`src/rtl/clk_div_monitor_pkg.sv`:
```
// Shared types and helpers for the divided-clock monitor family.
package clk_div_pkg;

    localparam int DEF_CNT_W = 16;

    typedef enum logic {
        IDLE = 1'b0,
        MEAS = 1'b1
    } state_t;

    function automatic logic is_match(int cnt, int hcnt, int exp_div, int exp_high);
        return (cnt == exp_div) && (hcnt == exp_high);
    endfunction

endpackage

```
`src/rtl/clk_div_monitor_if.sv`:
```
// Signal bundle between a divided-clock source and its monitor.
interface clk_div_monitor_if
    import clk_div_pkg::*;
#(
    parameter int CNT_W = DEF_CNT_W
) ();

    logic             sig_in;
    logic [CNT_W-1:0] period;
    logic [CNT_W-1:0] high_time;
    logic             meas_valid;
    logic             locked;
    logic             err;
    logic             stall;

    // source side: drives the signal under test, observes the verdict
    modport master (
        output sig_in,
        input  period, high_time, meas_valid, locked, err, stall
    );

    // monitor side
    modport slave (
        input  sig_in,
        output period, high_time, meas_valid, locked, err, stall
    );

endinterface

```
`src/rtl/clk_div_monitor_edge_detect_rise.sv`:
```
// Rising-edge detector for a signal already synchronous to clk.
module edge_detect_rise (
    input  logic clk,
    input  logic rst,
    input  logic d,
    output logic rise
);

    logic s_q;

    always_ff @(posedge clk) begin
        if (rst) s_q <= 1'b0;
        else     s_q <= d;
    end

    assign rise = ~s_q & d;

endmodule

```
`src/rtl/clk_div_monitor.sv`:
```
// Measures period/high time of a divided clock and tracks lock against an expected ratio.
//   state | meaning
//   IDLE  | waiting for a first rising edge to start counting
//   MEAS  | counting between rising edges, one measurement per edge
module clk_div_monitor
    import clk_div_pkg::*;
#(
    parameter int CNT_W      = DEF_CNT_W,
    parameter int EXP_DIV    = 2,
    parameter int EXP_HIGH   = 1,
    parameter int LOCK_COUNT = 4,
    parameter int TIMEOUT    = 1024
) (
    input  logic               clk,
    input  logic               rst,
    clk_div_monitor_if.slave   bus
);

    localparam int               MC_W    = $clog2(LOCK_COUNT + 1);
    localparam logic [MC_W-1:0]  MC_LIM  = MC_W'(LOCK_COUNT);
    localparam logic [CNT_W-1:0] CNT_MAX = '1;
    localparam logic [CNT_W-1:0] TMO     = CNT_W'(TIMEOUT);
    localparam logic [CNT_W-1:0] ONE     = CNT_W'(1);

    state_t           state_q, state_d;
    logic [CNT_W-1:0] cnt_q, cnt_d;
    logic [CNT_W-1:0] hcnt_q, hcnt_d;
    logic [CNT_W-1:0] period_q, period_d;
    logic [CNT_W-1:0] high_q, high_d;
    logic [MC_W-1:0]  mcnt_q, mcnt_d;
    logic             mv_q, mv_d;
    logic             locked_q, locked_d;
    logic             err_q, err_d;
    logic             stall_q, stall_d;
    logic             rise;
    logic             match;

    edge_detect_rise u_edge (
        .clk  (clk),
        .rst  (rst),
        .d    (bus.sig_in),
        .rise (rise)
    );

    assign match = is_match(int'(cnt_q), int'(hcnt_q), EXP_DIV, EXP_HIGH);

    always_ff @(posedge clk) begin
        if (rst) begin
            state_q  <= IDLE;
            cnt_q    <= '0;
            hcnt_q   <= '0;
            period_q <= '0;
            high_q   <= '0;
            mcnt_q   <= '0;
            mv_q     <= 1'b0;
            locked_q <= 1'b0;
            err_q    <= 1'b0;
            stall_q  <= 1'b0;
        end else begin
            state_q  <= state_d;
            cnt_q    <= cnt_d;
            hcnt_q   <= hcnt_d;
            period_q <= period_d;
            high_q   <= high_d;
            mcnt_q   <= mcnt_d;
            mv_q     <= mv_d;
            locked_q <= locked_d;
            err_q    <= err_d;
            stall_q  <= stall_d;
        end
    end

    always_comb begin
        state_d  = state_q;
        cnt_d    = cnt_q;
        hcnt_d   = hcnt_q;
        period_d = period_q;
        high_d   = high_q;
        mcnt_d   = mcnt_q;
        mv_d     = 1'b0;
        locked_d = locked_q;
        err_d    = 1'b0;
        stall_d  = 1'b0;

        case (state_q)
            IDLE: begin
                if (rise) begin
                    cnt_d   = ONE;
                    hcnt_d  = ONE;
                    state_d = MEAS;
                end
            end
            MEAS: begin
                // an edge landing on the timeout cycle still counts as a measurement
                if (rise) begin
                    period_d = cnt_q;
                    high_d   = hcnt_q;
                    mv_d     = 1'b1;
                    cnt_d    = ONE;
                    hcnt_d   = ONE;
                    if (match) begin
                        if (mcnt_q != MC_LIM) mcnt_d = mcnt_q + MC_W'(1);
                        if (int'(mcnt_q) + 1 >= LOCK_COUNT) locked_d = 1'b1;
                    end else begin
                        mcnt_d   = '0;
                        locked_d = 1'b0;
                        err_d    = locked_q;
                    end
                end else if (cnt_q == TMO) begin
                    stall_d  = 1'b1;
                    locked_d = 1'b0;
                    mcnt_d   = '0;
                    state_d  = IDLE;
                end else begin
                    if (cnt_q != CNT_MAX) cnt_d = cnt_q + ONE;
                    if (bus.sig_in && (hcnt_q != CNT_MAX)) hcnt_d = hcnt_q + ONE;
                end
            end
            default: state_d = IDLE;
        endcase
    end

    assign bus.period     = period_q;
    assign bus.high_time  = high_q;
    assign bus.meas_valid = mv_q;
    assign bus.locked     = locked_q;
    assign bus.err        = err_q;
    assign bus.stall      = stall_q;

endmodule
```
`src/flat_wrapper.sv`:
```
// flat-port wrapper written by rule: the top's interface ports become plain ports
module clk_div_monitor_flat import clk_div_pkg::*;
#(
    parameter int CNT_W      = DEF_CNT_W,
    parameter int EXP_DIV    = 2,
    parameter int EXP_HIGH   = 1,
    parameter int LOCK_COUNT = 4,
    parameter int TIMEOUT    = 1024
)
  (clk, rst, bus_sig_in, bus_period, bus_high_time, bus_meas_valid, bus_locked, bus_err, bus_stall);
  clk_div_monitor_if #(.CNT_W(CNT_W)) bus_i ();
  input  logic clk;
  input  logic rst;
  input wire logic [$bits(bus_i.sig_in)-1:0] bus_sig_in;
  output wire logic [$bits(bus_i.period)-1:0] bus_period;
  output wire logic [$bits(bus_i.high_time)-1:0] bus_high_time;
  output wire logic [$bits(bus_i.meas_valid)-1:0] bus_meas_valid;
  output wire logic [$bits(bus_i.locked)-1:0] bus_locked;
  output wire logic [$bits(bus_i.err)-1:0] bus_err;
  output wire logic [$bits(bus_i.stall)-1:0] bus_stall;
  assign bus_i.sig_in = bus_sig_in;
  assign bus_period = bus_i.period;
  assign bus_high_time = bus_i.high_time;
  assign bus_meas_valid = bus_i.meas_valid;
  assign bus_locked = bus_i.locked;
  assign bus_err = bus_i.err;
  assign bus_stall = bus_i.stall;
  clk_div_monitor #(.CNT_W(CNT_W), .EXP_DIV(EXP_DIV), .EXP_HIGH(EXP_HIGH), .LOCK_COUNT(LOCK_COUNT), .TIMEOUT(TIMEOUT)) u_core (.clk(clk), .rst(rst), .bus(bus_i));
endmodule
```
`config.mk`:
```
export PLATFORM = sky130hd
export DESIGN_NAME = clk_div_monitor_flat
export DESIGN_NICKNAME = d
export VERILOG_FILES = /design/src/rtl/clk_div_monitor_pkg.sv /design/src/rtl/clk_div_monitor_if.sv /design/src/rtl/clk_div_monitor_edge_detect_rise.sv /design/src/rtl/clk_div_monitor.sv /design/src/flat_wrapper.sv
export SDC_FILE = /design/constraint.sdc
export NUM_CORES = 1
export LEC_CHECK = 0
export ABC_AREA = 0
export CORE_ASPECT_RATIO = 1.5
export CORE_MARGIN = 1
export CORE_UTILIZATION = 40
export DETAILED_ROUTE_END_ITERATION = 6
export HOLD_SLACK_MARGIN = 0.12
export SETUP_SLACK_MARGIN = 0.1
export SKIP_CTS_REPAIR_TIMING = 1
export SYNTH_ARGS = -nofsm -noshare
export SYNTH_HDL_FRONTEND = slang
export SYNTH_SLANG_ARGS = --single-unit
```
`constraint.sdc`:
```
create_clock -name clk -period 2.3 [get_ports clk]
set_clock_uncertainty 0.2 [all_clocks]
set_input_delay 0.575 -clock clk [delete_from_list [all_inputs] [get_ports clk]]
set_output_delay 0.575 -clock clk [all_outputs]
set_load 0.005 [all_outputs]
```
==> qor.yml, run 1 <==
setup_path:
  reg2reg_slack_ns: 0.14
  crit_chain: "buf_4 -> ha_2 -> and3_4 -> and4_4 -> and4_4 -> buf_6 -> nor2_4 -> buf_12 -> a311oi_2"
  critical_path.reg2reg.endpoint: "u_core.cnt_q[3]$_SDFFE_PP0P_"
  r2r-start: "u_core.cnt_q[1]$_SDFFE_PP0P_"
  max_stage_delay_ns: 0.37
  cp.arrival_ns: 2.21
  cp_num_buf_inv: 3
  rr_worst_depth: 9
  slowest_stage: "dfxtp_4"
  cp_top_family: "simple AND/OR/NAND/NOR gates"
  cp.depth: 9
  criticalPathCategory: "reg -> reg"
  required_ns: 2.35
  worstSetupStartpointType: "flip-flop"
  endpoint_kind: "flip-flop"
  critPathMostFrequentCell: "and4_4"
  crit_fanout: 9
cells_and_area:
  fillers: 799
  fin_cells: 630
  area_growth_pct: 34.3
  fin_area_um2: 4730
  layout-drive-gt1-share_pct: 19.7
  antennaDiodeCount: 0
  final_net_count: 531
detailed_routing:
  remaining_drc_errors: 0
  wl_per_cell_um: 16.1
  drt_iter0_drc: 142
  ant_nets: 0
  drt_pass1_iterations: 4
  vias_per_cell: 5.62
  dr_total_vias: 3541
  totalWireLength_um: 10200
synth:
  async_flop_share_pct: 0
  synth-xor-area-share_pct: 0
  ys_seq_area_share_pct: 41.5
  syn_inst: 436
  synth_top_family_by_area: "simple AND/OR/NAND/NOR gates"
  synth-edff-count: 0
  syn_nets: 446
  postSynthAreaPerCell_um2: 8.08
  synth.distinct_cells: 50
  syn_area_um2: 3520
  synthAdderAreaFrac_pct: 2.49
  dominantRegCellSynth: "dfxtp_1"
  synth_mux_area_share_pct: 0.284
  synth-simple-area-share_pct: 29.4
  synth-seq-cells: 73
  synth_compound_area_share_pct: 22.1
  yosys_warnings: 0
timing:
  rsz0062_at_grt: "true"
  worst_pin_slew_ns: 0.369
  finalCritPeriodShare_pct: 94.0
  setup_violations: 0
  max_slew_margin_pct: 75.2
  hold_violations: 0
  slew_violations: 0
  max_freq_ghz: 0.462
  period_minus_slack_ns: 2.16
  setup_tns_ns: 0
global_route:
  grt_pass1_wl_um: 16300
  antenna_found_initial: 0
  first_global_vias: 3294
  grt.total_usage_pct: 23.2
  grt_max_degree: 33
  grt-ovfl-total: 0
place:
  dp_hpwl_um: 7390
  placed_area_um2: 4360
  gp_routability_congestion: 0.940
  dp_cells: 611
  port_buffers: 38
floorplan:
  die-area_um2: 9200
  die_width_um: 78.6
  start_util_pct: 41.6
  num_rows: 41
  num_io_pins: 39
  die_h_um: 117
  core_region_area_um2: 8460
clocking:
  cts_tree: "built"
  cts.clk_slew.worst_paths_ns: 0.05
  cts_root_buf: "clkbuf_16"
  cts_buffers: 9
  cts_buffer_depth: 2
  clk_latency_ns: 0.34
  cts.htree.levels: 3
  clock-sinks: 73
power:
  p_leak_nw: 1.65
  power_density_nw_per_um2: 574
  total_power_mw: 2.72
  vdd_drop_max_v: 0.000397
status:
  outcome: "finished clean"
hold_path:
  hp-start: "u_core.bus.period[13]$_SDFFE_PP0P_"
  hold-path-endpoint: "u_core.bus.period[13]$_SDFFE_PP0P_"
  hold_path_depth: 2
  hold_path.class: "reg -> reg"
run:
  maxCapViolCount: 0
## cell usage in the layout, fill, tap and decap left out, types with 11 or more instances in the layout
cell / netlist / layout
nor3_1: 17 / 17
o21ai_0: 13 / 11
o22a_1: 11 / 11
a21oi_1: 45 / 43
nand2_1: 93 / 93
dfxtp_1: 73 / 72
nor2_1: 23 / 22
nand3_1: 19 / 19
buf_4: 1 / 55
clkdlybuf4s50_1: 0 / 37
## tightest hold or removal path, cell delays in order (launching register included)
cell,delay [ns]
dfxtp_1,0.30
nand2_1,0.05
a21oi_1,0.05
## how the worst max path moves through the flow
stage / slack, ns / start / end
6_report: 0.14 / u_core.cnt_q[1]$_SDFFE_PP0P_ / u_core.cnt_q[3]$_SDFFE_PP0P_
5_1_grt: 0.08 / u_core.cnt_q[0]$_SDFFE_PP0P_ / u_core.cnt_q[9]$_SDFFE_PP0P_
4_1_cts: -0.02 / u_core.cnt_q[1]$_SDFFE_PP0P_ / u_core.hcnt_q[9]$_SDFFE_PP0P_
3_5_place_dp: -0.19 / bus_sig_in / u_core.cnt_q[10]$_SDFFE_PP0P_
3_3_place_gp: -0.14 / bus_sig_in / u_core.cnt_q[9]$_SDFFE_PP0P_
2_1_floorplan: 0.20 / rst / u_core.hcnt_q[9]$_SDFFE_PP0P_
## flip-flops by register name, indices dropped and copies added, names as in the netlist
register and flops:
u_core.state_q 1, u_core.bus.locked 1, u_core.bus.meas_valid 1, u_core.hcnt_q 16, u_core.bus.err 1, u_core.cnt_q 16
u_core.bus.period 16, u_core.mcnt_q 3, u_core.bus.high_time 16, u_core.u_edge.s_q 1, u_core.bus.stall 1
## Yosys cell counts, drive strengths merged (8+ instances only)
library cell | n | share of area (%)
a21oi | 46 | 6.9
and2 | 8 | 1.4
buf | 9 | 1.5
clkbuf | 16 | 1.7
dfxtp | 73 | 41
inv | 9 | 0.96
nand2 | 93 | 9.9
nand3 | 19 | 2.7
nand4 | 10 | 1.8
nor2 | 24 | 2.8
nor3 | 17 | 2.4
nor4 | 8 | 2.2
o21ai | 21 | 3.0
o22a | 11 | 2.7
## layer usage
| metal | vias up | part of all wire (%) | GRT usage (%) |
|---|---|---|---|
| met5 | - | 0 | 0 |
| met4 | 0 | 5.4 | 16.2 |
| met3 | 34 | 3.8 | 4.26 |
| met2 | 90 | 51 | 40.6 |
| met1 | 1672 | 40 | 25.2 |
| li1 | 1745 | - | - |
## where the power goes
group / total (mW) / internal (mW) / switching, mW
Combinational: 0.214 / 0.0824 / 0.132
Clock: 1.23 / 0.739 / 0.487
Sequential: 1.28 / 1.27 / 0.00559
## cells by family after synthesis
family / count (synthesis)
multiplexers: 1
AO/OA/AOI/OAI: 114
adder cells (fa/ha/maj): 7
flip-flops: 73
AND/OR/NAND/NOR: 207
buffers and inverters: 34
## cell type report
cell class / count / area [um2] / share of cell area (%)
multi-input combinational: 329 / 1990 / 42.0
clock inverter: 1 / 5.00 / 0.106
tap: 107 / 134 / 2.83
sequential: 73 / 1470 / 31.0
timing repair buffer: 99 / 861 / 18.2
clock buffer: 12 / 246 / 5.21
inverter: 9 / 33.8 / 0.714
## metrics by stage
| step | hold WS, ns | utilization (%) | worst slack, ns |
|---|---|---|---|
| global placement | 0.242 | 51.5 | -0.139 |
| floorplan | 0.253 | - | 0.203 |
| finish | 0.251 | 55.9 | 0.137 |
| detailed placement | 0.249 | 51.5 | -0.188 |
| global route | 0.267 | 55.9 | 0.0835 |
| CTS | 0.256 | 54.5 | -0.0205 |
No activity file was read; power rests on OpenSTA's default activity.
==> run 2, diff against run 1 <==
Settings changed: CTS_CLUSTER_SIZE set to 20.
==> results of run 2 <==
Final layout, timing and power as in run 1 (identical DEF).
